File: src/rtl/hazard_scoreboard.sv
// Decode-stage hazard scoreboard: tracks in-flight destinations through an E/M/W shadow pipeline,
// produces the D-stage stall and forward selects, and owns the HI/LO multiply/divide busy counter.
module hazard_scoreboard #(
    parameter int unsigned MULT_CYC = 5,
    parameter int unsigned DIV_CYC  = 10
) (
    input  logic       clk,
    input  logic       reset,
    input  logic [4:0] d_rs,
    input  logic [4:0] d_rt,
    input  logic [1:0] d_tuse_rs,
    input  logic [1:0] d_tuse_rt,
    input  logic [4:0] d_dst,
    input  logic [1:0] d_tnew,
    input  logic       d_md_start,
    input  logic       d_md_div,
    input  logic       d_md_use,
    input  logic       flush,
    output logic       stall,
    output logic [1:0] fw_rs_sel,
    output logic [1:0] fw_rt_sel,
    output logic       md_busy
);

    localparam logic [3:0] MultLoad = 4'(MULT_CYC);
    localparam logic [3:0] DivLoad  = 4'(DIV_CYC);

    // Index 0 = E, 1 = M, 2 = W; the stage code used for forwarding is index + 1.
    logic [2:0] valid_q;
    logic [4:0] dst_q  [3];
    logic [1:0] tnew_q [3];
    logic [3:0] md_cnt_q;

    logic       rs_stall, rt_stall, md_stall;
    logic [1:0] rs_sel, rt_sel;

    function automatic logic [1:0] sat_dec(input logic [1:0] t);
        return (t == 2'd0) ? 2'd0 : t - 2'd1;
    endfunction

    // Returns {stall, forward select} for one source operand.
    function automatic logic [2:0] resolve(input logic [4:0] src, input logic [1:0] tuse,
                                           input logic [2:0] v, input logic [4:0] dst [3],
                                           input logic [1:0] tnew [3]);
        logic       hit;
        logic [1:0] t;
        logic [1:0] code;
        hit  = 1'b0;
        t    = 2'd0;
        code = 2'd0;
        // Walk W -> E so the nearest matching stage overrides older ones.
        for (int i = 2; i >= 0; i--) begin
            if (v[i] && dst[i] == src) begin
                hit  = 1'b1;
                t    = tnew[i];
                code = 2'(i + 1);
            end
        end
        if (tuse == 2'd3 || src == 5'd0 || !hit) begin
            return 3'b000;
        end
        return {t > tuse, (t == 2'd0) ? code : 2'd0};
    endfunction

    always_comb begin
        {rs_stall, rs_sel} = resolve(d_rs, d_tuse_rs, valid_q, dst_q, tnew_q);
        {rt_stall, rt_sel} = resolve(d_rt, d_tuse_rt, valid_q, dst_q, tnew_q);
        md_busy   = (md_cnt_q != 4'd0);
        md_stall  = d_md_use && md_busy;
        stall     = rs_stall | rt_stall | md_stall;
        fw_rs_sel = rs_sel;
        fw_rt_sel = rt_sel;
    end

    always_ff @(posedge clk) begin
        if (!reset || flush) begin
            valid_q  <= 3'b000;
            md_cnt_q <= 4'd0;
            for (int i = 0; i < 3; i++) begin
                dst_q[i]  <= 5'd0;
                tnew_q[i] <= 2'd0;
            end
        end else begin
            valid_q[2] <= valid_q[1];
            dst_q[2]   <= dst_q[1];
            tnew_q[2]  <= sat_dec(tnew_q[1]);
            valid_q[1] <= valid_q[0];
            dst_q[1]   <= dst_q[0];
            tnew_q[1]  <= sat_dec(tnew_q[0]);
            // A stalled D instruction leaves a bubble in E.
            valid_q[0] <= !stall;
            dst_q[0]   <= stall ? 5'd0 : d_dst;
            tnew_q[0]  <= stall ? 2'd0 : d_tnew;
            if (!stall && d_md_start) begin
                md_cnt_q <= d_md_div ? DivLoad : MultLoad;
            end else if (md_cnt_q != 4'd0) begin
                md_cnt_q <= md_cnt_q - 4'd1;
            end
        end
    end

endmodule

File: config.mk
export PLATFORM = sky130hd
export DESIGN_NAME = hazard_scoreboard
export DESIGN_NICKNAME = d
export VERILOG_FILES = /design/src/rtl/hazard_scoreboard.sv
export SDC_FILE = /design/constraint.sdc
export NUM_CORES = 1
export LEC_CHECK = 0
export CAP_MARGIN = 20
export CORE_ASPECT_RATIO = 1.1
export CORE_MARGIN = 2
export CORE_UTILIZATION = 51
export CTS_CLUSTER_SIZE = 24
export DETAILED_ROUTE_END_ITERATION = 7
export PLACE_DENSITY = 0.88
export SETUP_SLACK_MARGIN = 0.4
export SLEW_MARGIN = 20
export SYNTH_ARGS = -nofsm -noshare
export SYNTH_HDL_FRONTEND = slang
export SYNTH_SLANG_ARGS = --single-unit
export TNS_END_PERCENT = 5
File: constraint.sdc
create_clock -name clk -period 6.82 [get_ports clk]
set_input_delay 2.046 -clock clk [delete_from_list [all_inputs] [get_ports clk]]
set_output_delay 2.046 -clock clk [all_outputs]
set_load 0.01 [all_outputs]
Yosys cells after proc, flatten, opt, wreduce, memory -nomap -nowiden
Index checks and enable logic that the tools add are counted.
Widths: inputs -> output; s select.
{ "totals": {"output_inout_bits": 6, "ff_bits": 28, "input_bits": 27, "word_cells": 80} }
{ "op_classes": {"n_addsub": 3, "reduce_logical": 28, "n_lt_le_gt_ge": 2, "bitwise_logic": 2, "eq_ne": 8, "n_mux": 29} }
{ "op_table": {"columns": ["op", "count"], "rows": [
  ["$eq 5x5->1", 6],
  ["$mux 2", 14],
  ["$mux 3", 4],
  ["$mux 4", 3],
  ["$logic_not 5->1", 2],
  ["$logic_and 1x1->1", 8],
  ["$logic_not 2->1", 4],
  ["$mux 1", 8],
  ["$reduce_or 2->1", 3],
  ["$logic_or 1x1->1", 5],
  ["$eq 2x2->1 const B", 2],
  ["$gt 2x2->1", 2],
  ["$logic_not 1->1", 4],
  ["$reduce_bool 4->1", 1],
  ["$sub 2x1->2 const B", 2],
  ["$sub 4x1->4 const B", 1],
  ["$or 1x1->1", 2],
  ["$reduce_bool 2->1", 1]
]} }

Logic depth before layout (Yosys ltp)
{ "depth": {"depth_word": 14, "depth_mapped": 15} }

Worst setup path before layout
OpenSTA, ideal clock, no wires.
{ "synth_path": {"kind": "input port to output port", "start": "in d_rt[0]", "end": "out stall", "stages": 11, "t_arrival_ns": 4.026, "setup_slack_ns": 0.748, "path_cell_list": "xor2_1 nor4_1 and3_1 buf_2 mux2_1 o21ai_1 inv_1 ha_1 a211oi_2 o31ai_2 nand3_1"} }
{ "synth_via": {"elab_chain_len": 11, "word_cells_on_any_way": 21, "classes_between": "1 x order compare; 3 x eq/ne; 8 x mux; 2 x bitwise; 7 x reduce/logical"} }
{ "synth_lines": {"columns": ["item", "line", "text"], "rows": [
  ["start, declared", "10", "input logic [4:0] d_rt,"],
  ["$eq 5x5->1", "53", "if (v[i] && dst[i] == src) begin"],
  ["$logic_and 1x1->1", "53", null],
  ["$mux 1 (3 in a row)", "53", null],
  ["$logic_not 1->1", "59", "if (tuse == 2'd3 || src == 5'd0 || !hit) begin"],
  ["$logic_or 1x1->1", "59", null],
  ["$mux 1", "59", null],
  ["$mux 3 *", "62", "return {t > tuse, (t == 2'd0) ? code : 2'd0};"],
  ["$or 1x1->1 * (2 in a row)", "70", "stall = rs_stall | rt_stall | md_stall;"],
  ["end, declared", "19", "output logic stall,"]
]} }
Mark *: on every way between the ends. The rest lies on a longest branch, timed or not.

Final worst setup path
{ "layout_path": {"start": "in d_rs[3]", "end": "out stall"} }
{ "layout_via": {"elab_chain_len": 11, "word_cells_on_any_way": 21, "classes_between": "1 x order compare; 3 x eq/ne; 8 x mux; 2 x bitwise; 7 x reduce/logical"} }
{ "layout_lines": {"columns": ["item", "line", "text"], "rows": [
  ["start, declared", "9", "input logic [4:0] d_rs,"],
  ["$eq 5x5->1", "53", null],
  ["$logic_and 1x1->1", "53", null],
  ["$mux 1 (3 in a row)", "53", null],
  ["$logic_not 1->1", "59", null],
  ["$logic_or 1x1->1", "59", null],
  ["$mux 1", "59", null],
  ["$mux 3 *", "62", null],
  ["$or 1x1->1 * (2 in a row)", "70", null]
]} }
Marks and branches as above.

==> run metrics <==
crit path max fanout=3; reg2reg path depth=14; post-place setup slack=-247 ps; peak per-stage delay on the critical path=310 ps; predominant post-synthesis flop cell=dfxtp_1; post-synthesis sequential area ratio=0.329; VDD IR max=0.150 mV; setup ws final=565 ps; Hold Path Cell Cnt=1; crit path kind=in2out; first-pass GRT wire length=6.73 mm; Die Footprint=3820 um^2; CTS tree=built; vias in the first global route=1536; final instance area=2440 um^2; root cell of the clock tree=clkbuf_4; Die X=59.1 um; Tot Pwr=0.342 mW; Leak=1.09 nW; gr usage total=0.231; Max Buffers Root-to-Sink=2; Area Growth Syn to Fin=43.4%; nets@finish=293; Routed Antenna Nets=0; Min-Delay Path Class=reg2reg; commonest cells after routing, fill and taps aside=dfxtp_1, buf_4, inv_1; Clock Skews=2.79 ps; DP Area=2220 um^2; H-tree depth=1; port bufs=32; DR vias=1566; Async S/R FF share, synth=0; # diodes=0; Mapped Cells=194; largest net degree at the start of global routing=17; Period minus WS final=6260 ps; 1st-iter DRT viols=59; HPWL after DPL=3.18 mm; Fin. Hold Viols=0; fin crit share=0.917; share of post-route cells with drive strength above 1=0.280; YS warnings=0; area leader, netlist=dfxtp_1; RSZ-0062 raised after global routing=false; Slew Limit Fails=0; final setup vio count=0; register bit total from synthesis=28; io pins=33; initial core utilization=0.520; CP endpoint kind=output port; Rel. slew slack=0.397; drt wl/cell=14.4 um; Post-synth EDFFs=0; Cell Chain, Critical Path=dlymetal6s2s_1 -> buf_4 -> buf_4 -> xnor2_2 -> nand4_1 -> o2111ai_2 -> a31oi_4 -> inv_2 -> ha_1 -> a211oi_2 -> o31ai_2 -> nand3_1 -> buf_2; Mapped Area=1700 um^2; WL final=4.21 mm; top post-synthesis cells by area=dfxtp_1, xnor2_1, xor2_1; CP required=4770 ps; # hold bufs at CTS=0; Worst-Skew Late Latency=320 ps; DRC violations left=0; chip height=64.6 um; startpoint types=input pin; gr ovfl total=0; status=finished, final reports clean; PD cells=140 nW/um^2; post-synth cell types=43; final setup TNS=0 ps; Crit path top cell by count=buf_4; fmax=160 MHz; Placer Congestion=0.882; CP arrival=4210 ps; syn nets=229; Max Cap Viol=0; post-synth top area share=0.329; # rows=22; initial antenna violation count=0; clock sinks=28; Core Util, Final=0.746; First-pass DRT Iterations=4; vias per cell=5.34; Core Box Area=3280 um^2; slew of the pin with the lowest slew margin=903 ps; crit path max-delay cell type=o2111ai_2; Worst-path clk slew=130 ps; Synth Area per Inst=8.78 um^2; CTS buffer count=3
-- Yosys cell counts, types with 2 or more instances --
cell	n
a21oi_1	2
a31oi_1	2
and2_1	16
and3_1	3
dfxtp_1	28
ha_1	8
inv_1	21
mux2_1	2
mux2i_1	2
nand2_1	11
nand3_1	4
nand4_1	6
nor2_1	12
nor2b_1	2
nor3_1	8
nor4_1	2
o2111ai_1	2
o21ai_0	2
o21ai_1	4
o31ai_2	2
or2_2	2
or4_1	2
xnor2_1	20
xor2_1	12
-- cell families (layout without fill, tap and decap cells) --
group,Yosys count,in the layout,share of synthesized area
AOI/OAI and AO/OA,22,22,0.107
and+or+nand+nor,76,76,0.258
muxes,4,4,0.0250
adders and majority gates,8,8,0.0587
buffers and inverters,24,87,0.0580
xor gates and xnor gates,32,32,0.164
DFF,28,28,0.329
-- critical path: cells and delay by family --
kind	cells	cell delay (ps)
adder cells (fa/ha/maj)	1	230
AND/OR/NAND/NOR	2	310
XOR/XNOR	1	170
buffers and inverters	5	620
AO/OA/AOI/OAI	4	830
-- final timing paths --
check                endpoint  slack, ps  startpoint
hold reg to reg     tnew_q[0]        490   tnew_q[2]
setup / recovery        stall        560     d_rs[3]
hold / removal      tnew_q[0]        490   tnew_q[2]
setup reg to reg  md_cnt_q[2]       3840    dst_q[3]
-- metrics by stage --
stage               cells  hold slack (ps)
CTS                   291              497
floorplan             194              422
finish                293              493
global route          293              519
global placement      282              471
detailed placement    282              478
-- flip-flops by register name, indices dropped and copies added, names as in the netlist --
name	cells
tnew_q	6
valid_q	3
dst_q	15
md_cnt_q	4
-- where the power goes --
group          switching, mW  internal, mW  leakage (nW)  total (mW)
clock                 0.0438        0.0326        0.0210      0.0764
combinational         0.0423        0.0467         0.846      0.0891
sequential           0.00641         0.170         0.228       0.176
total                 0.0925         0.249          1.09       0.342
-- metal layers --
layer / vias to the layer above / share of wire / GRT usage
met5: - / 0 / 0
met4: 0 / 0.035 / 0.116
met3: 13 / 0.031 / 0.0140
met2: 42 / 0.52 / 0.397
met1: 724 / 0.41 / 0.286
li1: 787 / - / -
-- cell type report --
type / count / area [um^2]
clock buffer: 4 / 36.3
fill: 219 / 832
inverter: 21 / 78.8
multi-input combinational: 142 / 1180
sequential: 28 / 561
tap: 36 / 45.0
timing repair buffer: 62 / 539
-- what timing repair did --
| item | 4_1_cts | 5_1_grt |
|---|---|---|
| pin swaps | 9 | 13 |
| setup endpoints to repair | 5 | 4 |
| gates resized for setup | 25 | 28 |
| setup buffers | 5 | 2 |
Power figures use the tool's default switching activity.
